===== src/rtl/mc_timing_gen_if.sv =====
// Control/status bundle between the 8051 timing generator and its consumers.
// The master drives advance/stall/length requests; the slave reports the slot timing and strobes.
interface mc_timing_gen_if;
    logic       en;
    logic       stall_req;
    logic [1:0] instr_len;
    logic [3:0] slot;
    logic [2:0] state;
    logic       phase;
    logic       adv_stb;
    logic       mc_end;
    logic       instr_end;
    logic       ale;
    logic       stalled;

    modport master (
        output en, stall_req, instr_len,
        input  slot, state, phase, adv_stb, mc_end, instr_end, ale, stalled
    );

    modport slave (
        input  en, stall_req, instr_len,
        output slot, state, phase, adv_stb, mc_end, instr_end, ale, stalled
    );
endinterface


===== src/rtl/mc_timing_gen.sv =====
// Machine-cycle timing generator for the 8051 core: sequences S1P1..S6P2 on divided ticks,
// emits ALE and cycle/instruction strobes, and can hold at the last slot on a stall request.
module mc_timing_gen #(
    parameter int unsigned SLOTS  = 12,
    parameter bit          ALE_EN = 1'b1
) (
    input  logic            clk_in,
    input  logic            rst,
    mc_timing_gen_if.slave  bus
);
    localparam int unsigned SW       = 4;
    localparam int unsigned HALF     = SLOTS / 2;
    localparam logic [SW-1:0] LAST   = SW'(SLOTS - 1);
    localparam logic [SW-1:0] ALE_S0 = SW'(1);
    localparam logic [SW-1:0] ALE_S1 = SW'(2);
    localparam logic [SW-1:0] ALE_S2 = SW'(HALF + 1);
    localparam logic [SW-1:0] ALE_S3 = SW'(HALF + 2);

    logic [SW-1:0] r_slot;
    logic          r_adv_stb;
    logic          r_mc_end;
    logic          r_instr_end;
    logic          r_ale;
    logic          r_stalled;
    logic [1:0]    r_mc_idx;
    logic [2:0]    r_len;

    logic [SW-1:0] w_slot_n;
    logic          w_adv_n;
    logic          w_mc_end_n;
    logic          w_instr_end_n;
    logic          w_ale_n;
    logic          w_stalled_n;
    logic [1:0]    w_mc_idx_n;
    logic [2:0]    w_len_n;
    logic [2:0]    w_len_dec;

    // Machine cycles per instruction: 0/1 -> 1, 2 -> 2, 3 -> 4.
    always_comb begin
        w_len_dec = 3'd1;
        case (bus.instr_len)
            2'd2:    w_len_dec = 3'd2;
            2'd3:    w_len_dec = 3'd4;
            default: w_len_dec = 3'd1;
        endcase
    end

    // State register.
    always_ff @(posedge clk_in) begin
        if (rst) begin
            r_slot      <= '0;
            r_adv_stb   <= 1'b0;
            r_mc_end    <= 1'b0;
            r_instr_end <= 1'b0;
            r_ale       <= 1'b0;
            r_stalled   <= 1'b0;
            r_mc_idx    <= 2'd0;
            r_len       <= 3'd1;
        end else begin
            r_slot      <= w_slot_n;
            r_adv_stb   <= w_adv_n;
            r_mc_end    <= w_mc_end_n;
            r_instr_end <= w_instr_end_n;
            r_ale       <= w_ale_n;
            r_stalled   <= w_stalled_n;
            r_mc_idx    <= w_mc_idx_n;
            r_len       <= w_len_n;
        end
    end

    // Next-state: advance on en, hold at the last slot while stalled, count machine cycles on wrap.
    always_comb begin
        w_slot_n      = r_slot;
        w_adv_n       = 1'b0;
        w_mc_end_n    = 1'b0;
        w_instr_end_n = 1'b0;
        w_stalled_n   = r_stalled;
        w_mc_idx_n    = r_mc_idx;
        w_len_n       = r_len;
        if (bus.en) begin
            if (r_slot != LAST) begin
                w_slot_n    = r_slot + SW'(1);
                w_adv_n     = 1'b1;
                w_stalled_n = 1'b0;
            end else if (bus.stall_req) begin
                w_stalled_n = 1'b1;
            end else begin
                w_slot_n    = '0;
                w_stalled_n = 1'b0;
                w_adv_n     = 1'b1;
                w_mc_end_n  = 1'b1;
                if ({1'b0, r_mc_idx} == (r_len - 3'd1)) begin
                    w_instr_end_n = 1'b1;
                    w_mc_idx_n    = 2'd0;
                    w_len_n       = w_len_dec;
                end else begin
                    w_mc_idx_n    = r_mc_idx + 2'd1;
                end
            end
        end
        // ALE is registered from the next slot so it lines up with the slot it belongs to.
        w_ale_n = ALE_EN && !w_stalled_n &&
                  ((w_slot_n == ALE_S0) || (w_slot_n == ALE_S1) ||
                   (w_slot_n == ALE_S2) || (w_slot_n == ALE_S3));
    end

    // Outputs: state/phase decode straight from the registered slot.
    always_comb begin
        bus.slot      = r_slot;
        bus.state     = r_slot[3:1] + 3'd1;
        bus.phase     = r_slot[0];
        bus.adv_stb   = r_adv_stb;
        bus.mc_end    = r_mc_end;
        bus.instr_end = r_instr_end;
        bus.ale       = r_ale;
        bus.stalled   = r_stalled;
    end
endmodule


===== src/flat_wrapper.sv =====
// flat-port wrapper written by rule: the top's interface ports become plain ports
module mc_timing_gen_flat 
#(
    parameter int unsigned SLOTS  = 12,
    parameter bit          ALE_EN = 1'b1
)
  (clk_in, rst, bus_en, bus_stall_req, bus_instr_len, bus_slot, bus_state, bus_phase, bus_adv_stb, bus_mc_end, bus_instr_end, bus_ale, bus_stalled);
  mc_timing_gen_if bus_i ();
  input  logic clk_in;
  input  logic rst;
  input wire logic [$bits(bus_i.en)-1:0] bus_en;
  input wire logic [$bits(bus_i.stall_req)-1:0] bus_stall_req;
  input wire logic [$bits(bus_i.instr_len)-1:0] bus_instr_len;
  output wire logic [$bits(bus_i.slot)-1:0] bus_slot;
  output wire logic [$bits(bus_i.state)-1:0] bus_state;
  output wire logic [$bits(bus_i.phase)-1:0] bus_phase;
  output wire logic [$bits(bus_i.adv_stb)-1:0] bus_adv_stb;
  output wire logic [$bits(bus_i.mc_end)-1:0] bus_mc_end;
  output wire logic [$bits(bus_i.instr_end)-1:0] bus_instr_end;
  output wire logic [$bits(bus_i.ale)-1:0] bus_ale;
  output wire logic [$bits(bus_i.stalled)-1:0] bus_stalled;
  assign bus_i.en = bus_en;
  assign bus_i.stall_req = bus_stall_req;
  assign bus_i.instr_len = bus_instr_len;
  assign bus_slot = bus_i.slot;
  assign bus_state = bus_i.state;
  assign bus_phase = bus_i.phase;
  assign bus_adv_stb = bus_i.adv_stb;
  assign bus_mc_end = bus_i.mc_end;
  assign bus_instr_end = bus_i.instr_end;
  assign bus_ale = bus_i.ale;
  assign bus_stalled = bus_i.stalled;
  mc_timing_gen #(.SLOTS(SLOTS), .ALE_EN(ALE_EN)) u_core (.clk_in(clk_in), .rst(rst), .bus(bus_i));
endmodule

===== config.mk =====
export PLATFORM = sky130hd
export DESIGN_NAME = mc_timing_gen_flat
export DESIGN_NICKNAME = d
export VERILOG_FILES = /design/src/rtl/mc_timing_gen_if.sv /design/src/rtl/mc_timing_gen.sv /design/src/flat_wrapper.sv
export SDC_FILE = /design/constraint.sdc
export NUM_CORES = 1
export LEC_CHECK = 0
export CORE_MARGIN = 2
export CORE_UTILIZATION = 38
export DETAILED_ROUTE_END_ITERATION = 16
export PLACE_DENSITY = 0.65
export SLEW_MARGIN = 20
export SYNTH_ARGS = -nofsm -noshare
export SYNTH_HDL_FRONTEND = slang
export SYNTH_SLANG_ARGS = --single-unit

===== constraint.sdc =====
create_clock -name clk_in -period 2.1 [get_ports clk_in]
set_clock_uncertainty 0.1 [all_clocks]
set_input_delay 0.42 -clock clk_in [delete_from_list [all_inputs] [get_ports clk_in]]
set_output_delay 0.42 -clock clk_in [all_outputs]
set_load 0.01 [all_outputs]

# ---- Yosys cells after proc, flatten, opt, wreduce, memory -nomap -nowiden
# Cells that the tools add are included.
dict set report word_totals {
  elab_cells 44
  register_bits 14
  output_inout_bits 13
}
dict set report classes {
  mux 11
  reduce_logical 10
  n_addsub 4
  n_bitwise 3
  n_eq_ne 8
}
# cell n
set ops {}
lappend ops {{4-bit two-way mux} 3}
lappend ops {{1-bit two-way mux} 6}
lappend ops {{3-bit case mux with 2 select lines} 1}
lappend ops {{4-bit by 1-bit adder with 4-bit output, second input constant} 1}
lappend ops {{2-bit == test, second input constant} 2}
lappend ops {{4-bit by 1-bit == test with 1-bit output, second input constant} 1}
lappend ops {{4-bit by 2-bit == test with 1-bit output, second input constant} 1}
lappend ops {{4-bit by 3-bit == test with 1-bit output, second input constant} 1}
lappend ops {{4-bit == test, second input constant} 1}
lappend ops {{4-bit != test, second input constant} 1}
lappend ops {{4-bit AND reduction} 1}
lappend ops {{4-bit OR reduction} 1}
lappend ops {{3-bit by 1-bit adder with 3-bit output, second input constant} 1}
lappend ops {{2-bit by 3-bit == test with 1-bit output} 1}
lappend ops {{1-bit logical OR} 3}
lappend ops {{1-bit NOT} 3}
lappend ops {{3-bit AND reduction} 1}
lappend ops {{3-bit OR reduction} 1}
lappend ops {{3-bit by 1-bit subtractor with 3-bit output, second input constant} 1}
lappend ops {{2-bit by 1-bit adder with 2-bit output, second input constant} 1}
lappend ops {{2-bit two-way mux} 1}
lappend ops {{2-bit OR reduction} 1}
lappend ops {{1-bit logical AND} 1}
lappend ops {{1-bit zero test} 1}

# ---- Logic depth before layout (Yosys ltp)
# Gate-level depths: netlist of run 1.
dict set report depth {
  word_depth 8
  mapped_depth 7
  depth_no_buf 7
}

# ---- Worst setup path after synthesis of run 1
# Ideal clock, no wire load.
dict set report synth_timing {
  kind {reg2reg}
  from {register u_core.r_slot[0] (netlist: u_core.bus.slot[0])}
  to {register u_core.r_len[1]}
  arrival_ns 1.814
  path_slack_ns 0.119
  required_ns 1.932
  stages_incl_launch_ff 7
  cell_sequence {dfxtp_1 ha_1 nand2_1 or3_4 nand2b_4 or3b_1 a21oi_2}
}
dict set report synth_between {
  elab_chain_len 3
}
# item line
set synth_lines {}
lappend synth_lines {{start, declared} mc_timing_gen.sv:19} ;# logic [SW-1:0] r_slot;
lappend synth_lines {{start signal, assigned} mc_timing_gen.sv:60} ;# r_slot <= w_slot_n;
lappend synth_lines {{4-bit != test} mc_timing_gen.sv:81} ;# if (r_slot != LAST) begin
lappend synth_lines {{1-bit NOT (no source line)} n/a}
lappend synth_lines {{4-bit AND reduction (no source line)} n/a}
lappend synth_lines {{end signal, assigned} mc_timing_gen.sv:67} ;# r_len <= w_len_n;
lappend synth_lines {{end, declared} mc_timing_gen.sv:26} ;# logic [2:0] r_len;
# Every way passes these cells.
# A chain may end at the register's enable or synchronous reset.

# ---- Final worst setup path of run 1
dict set report layout_timing {
  from {register u_core.r_slot[1] (netlist: u_core.bus.slot[1])}
  to {output bus_state[1]}
}
dict set report layout_between {
  elab_chain_len 1
}
# item line
set layout_lines {}
lappend layout_lines {{3-bit by 1-bit adder with 3-bit output} mc_timing_gen.sv:110} ;# bus.state = r_slot[3:1] + 3'd1;
lappend layout_lines {{end, declared} flat_wrapper.sv:15} ;# output wire logic [$bits(bus_i.state)-1:0] bus_state;
# Every way passes these cells.

==> flow_summary.yaml, run 1 <==
status:
  status: "finished, final reports clean"
power:
  p_sw_mw: 0.128
  comb_power_share: 0.159
  p_leak_nw: 0.476
  p_int_mw: 0.429
  clkPwrFrac: 0.346
  p_per_area_nw_per_um2: 508
  pwr-share-seq: 0.495
  ir_drop_mv: 0.449
  swShare: 0.230
placed_design:
  pre_cts_ws_ns: -0.109
  portBuffers: 18
  dp.cells: 141
  place_area_um2: 1060
  dp_hpwl_um: 1190
  globalplace.congestion: 0.760
routing:
  drc: 0
  avgViaCountPerCell: 4.70
  drt-initial-drc-count: 10
  routedWlPerCell_um: 10.4
  wl_um: 1510
  dr.pass1.iters: 4
  ant_nets: 0
  vias: 682
logic_synthesis:
  yosysSeqAreaShare: 0.360
  synth.distinct_cells: 38
  syn_nets: 96
  ys.flop_type: "dfxtp_1"
  syn_area_um2: 778
  synth_edf_count: 0
  async_flop_share: 0
  synth_warnings: 0
  ys_ff_latch: 14
  avgSynthCellArea_um2: 8.95
  postSynthCellCount: 87
sta:
  hold_viol: 0
  min_period_over_period: 0.933
  rsz0062_at_grt: "false"
  max_slew_margin: 0.735
  fmax_ghz: 0.511
  hold_ws_ns: 0.374
  worst_pin_slew_ns: 0.396
  setup_viol: 0
  period_needed_ns: 1.96
  report.final.slew_viol_count: 0
  setup_slack_ns: 0.142
setup_path:
  start_kind: "flop"
  timing.rr.start: "u_core.bus.slot[1]$_SDFF_PP0_"
  critPathMaxStageDelay_ns: 0.52
  crit_path_cell_trace: "ha_1 -> clkdlybuf4s50_1"
  path_class: "reg -> out"
  crit_buf_inv: 1
  critical_path_required_ns: 1.58
  critical_path.top_delay_family: "buffers and inverters"
  critPathArrivalTime_ns: 1.44
  end_kind: "primary output"
  slowest_stage: "clkdlybuf4s50_1"
  critPathLaunch: "u_core.bus.slot[1]$_SDFF_PP0_"
  cp_max_fo: 4
global_routing:
  grt_pass1_wl_um: 2680
  grt_overflow: 0
  grt_max_degree: 12
  grt_pass1_vias: 661
  grtUsageTotal: 0.139
  antenna_found_initial: 0
clock_tree:
  cts_resized: 1
  cts_sinks: 14
  tritoncts: "done"
  clkSlewWorstSetupHoldPaths_ns: 0.08
  clock_latency_ns: 0.28
  ctsHoldBuffers: 0
  max-clock-path-buffers: 2
  htreeDepth: 1
  post_cts_buffers: 0
  cts-root-buf: "clkbuf_4"
  numCtsBuffers: 3
cells_and_area:
  n_fill_cell: 198
  finalNonFillerCells: 145
  drive_gt1_frac: 0.220
  mostFrequentLayoutCell: "clkdlybuf4s50_1"
  regArea_um2: 280
  layout_common_cells: "clkdlybuf4s50_1 (17), dfxtp_1 (14), buf_4 (13)"
  area_delta_synth_final_pct: 40.7
  final_nets: 128
  multi_input_area_um2: 453
  n_antenna_cell: 0
  finalInstanceArea_um2: 1090
floorplanning:
  initial_core_util: 0.401
  core_um2: 1940
  dieArea_um2: 2430
  io_pins: 19
  fp.dieH_um: 49.3
  die_x_um: 49.3
  row_count: 16
worst_hold_path:
  hold_class: "reg -> reg"
  hp-start: "u_core.r_len[1]$_SDFFE_PP0P_"
run:
  max_cap_violations: 0
-- synth_stat cells, drive strengths merged, types with 2 or more instances --
library cell	count	area, um^2
nor3	2	21.3
buf	3	26.3
nor2	12	45.0
inv	4	15.0
or2	2	12.5
ha	3	37.5
a21o	2	16.3
o211ai	2	15.0
nand2b	4	40.0
xor2	2	17.5
nand2	7	26.3
o221ai	2	17.5
xnor2	2	17.5
mux2i	2	20.0
a21oi	8	43.8
dfxtp	14	280
-- layout make-up --
| class | count | share of cell area |
|---|---|---|
| multi-input combinational | 65 | 0.414 |
| sequential | 14 | 0.256 |
| timing repair buffer | 31 | 0.253 |
| clock buffer | 4 | 0.0331 |
| tap | 27 | 0.0309 |
| inverter | 4 | 0.0137 |
-- metal layers --
layer / global-route usage / part of all wire / wire [um]
met5: 0 / 0 / 0
met2: 0.248 / 0.46 / 699
met1: 0.157 / 0.46 / 696
met3: 0.0245 / 0.050 / 76
met4: 0.0714 / 0.023 / 34
-- cell families (layout without fill, tap and decap cells) --
group,Yosys count,count (layout),share of synthesized area
AO/OA/AOI/OAI,19,19,0.169
buffers and inverters,8,39,0.0579
AND/OR/NAND/NOR,37,37,0.294
multiplexers,2,2,0.0257
flip-flops,14,14,0.360
adder cells (fa/ha/maj),3,3,0.0482
XOR/XNOR,4,4,0.0450
-- worst reg2reg max path: stages, from the launching register on --
cell	delay [ns]
dfxtp_1	0.39
ha_1	0.26
nand2_1	0.10
or3_4	0.35
or4b_1	0.51
a21oi_1	0.14
-- state kept, by name (all words and copies together) (netlist names) --
register,count
u_core.bus.mc_end,1
u_core.bus.ale,1
u_core.bus.slot,4
u_core.r_len,3
u_core.bus.adv_stb,1
u_core.bus.stalled,1
u_core.r_mc_idx,2
u_core.bus.instr_end,1
-- through the flow --
stage	util	setup TNS (ns)	power [mW]
after CTS	0.564	0	0.563
after floorplan	-	0	0.323
after global placement	0.546	-0.210	0.369
final	0.564	0	0.556
after global routing	0.564	0	0.587
after detailed placement	0.546	-0.267	0.371
-- worst paths after layout --
path | cells after the start | end | slack (ns)
setup / recovery | 2 | bus_state[1] | 0.14
hold / removal | 2 | u_core.r_len[1]$_SDFFE_PP0P_ | 0.37
setup reg to reg | 5 | u_core.r_mc_idx[1]$_SDFFE_PP0P_ | 0.18
hold reg to reg | 2 | u_core.r_len[1]$_SDFFE_PP0P_ | 0.37
-- power by group through the flow --
stage                     registers [mW]  logic (mW)  clock network [mW]
final                              0.275      0.0886               0.192
after global routing               0.277      0.0987               0.212
after global placement             0.282      0.0879                   0
after detailed placement           0.282      0.0887                   0
after floorplan                    0.286      0.0372                   0
after CTS                          0.276      0.0896               0.198
(Power assumes the default switching activity.)
==> inputs of run 2 (changes only) <==
CORE_MARGIN = unset   (was 2)
==> flow_summary.yaml, run 2 (synthesized netlist as in run 1, its figures left out) <==
status:
  status: "finished, final reports clean"
setup_path:
  cp_max_fo: 9
  path_class: "reg -> out"
  reg2reg_slack_ns: 0.23
  timing.rr.start: "u_core.bus.slot[1]$_SDFF_PP0_"
  critPathLaunch: "u_core.bus.slot[2]$_SDFF_PP0_"
  rr_endpoint: "u_core.r_len[1]$_SDFFE_PP0P_"
  start_kind: "flop"
  reg2reg_depth: 6
  critical_path_required_ns: 1.58
  end_kind: "primary output"
  critPathArrivalTime_ns: 1.46
cells_and_area:
  largest_reg_flops: 4
  final_util: 0.563
  mostFrequentLayoutCell: "clkdlybuf4s50_1"
  final_nets: 127
  finalInstanceArea_um2: 1090
  drive_gt1_frac: 0.231
  area_delta_synth_final_pct: 40.4
  multi_input_area_um2: 453
  n_fill_cell: 195
  regArea_um2: 285
  n_antenna_cell: 0
  layout_common_cells: "clkdlybuf4s50_1 (17), nor2_1 (12), buf_4 (12), dfxtp_1 (12)"
sta:
  worst_pin_slew_ns: 0.334
  fin_tns_setup_ns: 0
  period_needed_ns: 1.98
  min_period_over_period: 0.941
  report.final.slew_viol_count: 0
  max_slew_margin: 0.771
  fmax_ghz: 0.506
  hold_viol: 0
  setup_viol: 0
  rsz0062_at_grt: "false"
floorplanning:
  io_pins: 19
  row_count: 16
  core_um2: 1940
  initial_core_util: 0.401
  dieArea_um2: 2230
  die_x_um: 47.3
  fp.dieH_um: 47.3
global_routing:
  grt_pass1_wl_um: 2470
  grt_pass1_vias: 637
  grt_max_degree: 10
  grt_overflow: 0
  antenna_found_initial: 0
  grtUsageTotal: 0.160
routing:
  wl_um: 1560
  avgViaCountPerCell: 4.94
  wl_met1_um: 726
  top_layer: "met4"
  vias: 711
  routedWlPerCell_um: 10.9
  met2WireLength_um: 751
  ant_nets: 0
  met3_length_um: 54
  dr.pass1.iters: 3
  drt-initial-drc-count: 7
  drc: 0
placed_design:
  place_area_um2: 1050
  globalplace.congestion: 0.728
  dp_hpwl_um: 1240
  portBuffers: 18
clock_tree:
  tritoncts: "done"
  clkSlewWorstSetupHoldPaths_ns: 0.09
  cts_sinks: 14
  numCtsBuffers: 3
  cts-root-buf: "clkbuf_4"
  max-clock-path-buffers: 2
  clock_latency_ns: 0.28
  htreeDepth: 1
power:
  p_per_area_nw_per_um2: 512
  ir_drop_mv: 0.355
  p_leak_nw: 0.471
run:
  max_cap_violations: 0
worst_hold_path:
  whs_path_depth: 2
  hp-start: "u_core.r_len[1]$_SDFFE_PP0P_"
  min_to: "u_core.r_len[1]$_SDFFE_PP0P_"
  hold_class: "reg -> reg"
[run 2: cell count changes in the layout (fill, tap and decap cells not counted)]
cell / delta
buf_4: -1
dfxtp_1: -2
dfxtp_4: +1
dfxtp_2: +1
[run 2: layout make-up]
type,instances,area share
Multi-Input combinational cell,65,0.415
Sequential cell,14,0.261
Timing Repair Buffer,30,0.246
Clock buffer,4,0.0332
Tap cell,27,0.0309
Inverter,4,0.0137
[run 2: worst max-delay path, stage by stage, from the launching register on]
cell and delay, ns:
dfxtp_4 0.38, ha_1 0.28, clkdlybuf4s50_1 0.52
[run 2: report_power, final]
part	leakage, nW	internal, mW	switching [mW]
clock network	0.0210	0.106	0.0892
logic	0.335	0.0518	0.0374
registers	0.115	0.271	0.00381
total	0.471	0.428	0.130
[run 2: layer usage]
layer  up-vias  GRT usage
li1        365          -
met1       327      0.168
met2        15      0.285
met3         4     0.0385
met4         0     0.0971
met5         -          0
[run 2: worst max-delay path by stage]
stage | to | slack [ns] | depth (start not counted)
after CTS | bus_state[1] | 0.11 | 2
after global routing | bus_state[1] | 0.05 | 2
after global placement | u_core.r_len[1]$_SDFFE_PP0P_ | -0.11 | 6
after floorplan | u_core.r_len[1]$_SDFFE_PP0P_ | 0.12 | 6
after detailed placement | u_core.r_len[1]$_SDFFE_PP0P_ | -0.16 | 6
final | bus_state[1] | 0.12 | 2
[run 2: metrics by stage]
stage | power, mW | std cells | hold slack, ns | setup WS [ns]
after global routing | 0.586 | 144 | 0.407 | 0.0511
final | 0.559 | 144 | 0.366 | 0.123
after CTS | 0.567 | 144 | 0.368 | 0.107
after global placement | 0.370 | 140 | 0.350 | -0.112
after floorplan | 0.323 | 87 | 0.341 | 0.119
after detailed placement | 0.371 | 140 | 0.354 | -0.157
[run 2: timing repair]
item / in CTS / in global routing
hold buffers: 0 / 0
gates resized for setup: 4 / 0
hold endpoints to repair: 0 / 0
buffers inserted: 0 / 0
setup endpoints to repair: 1 / 0
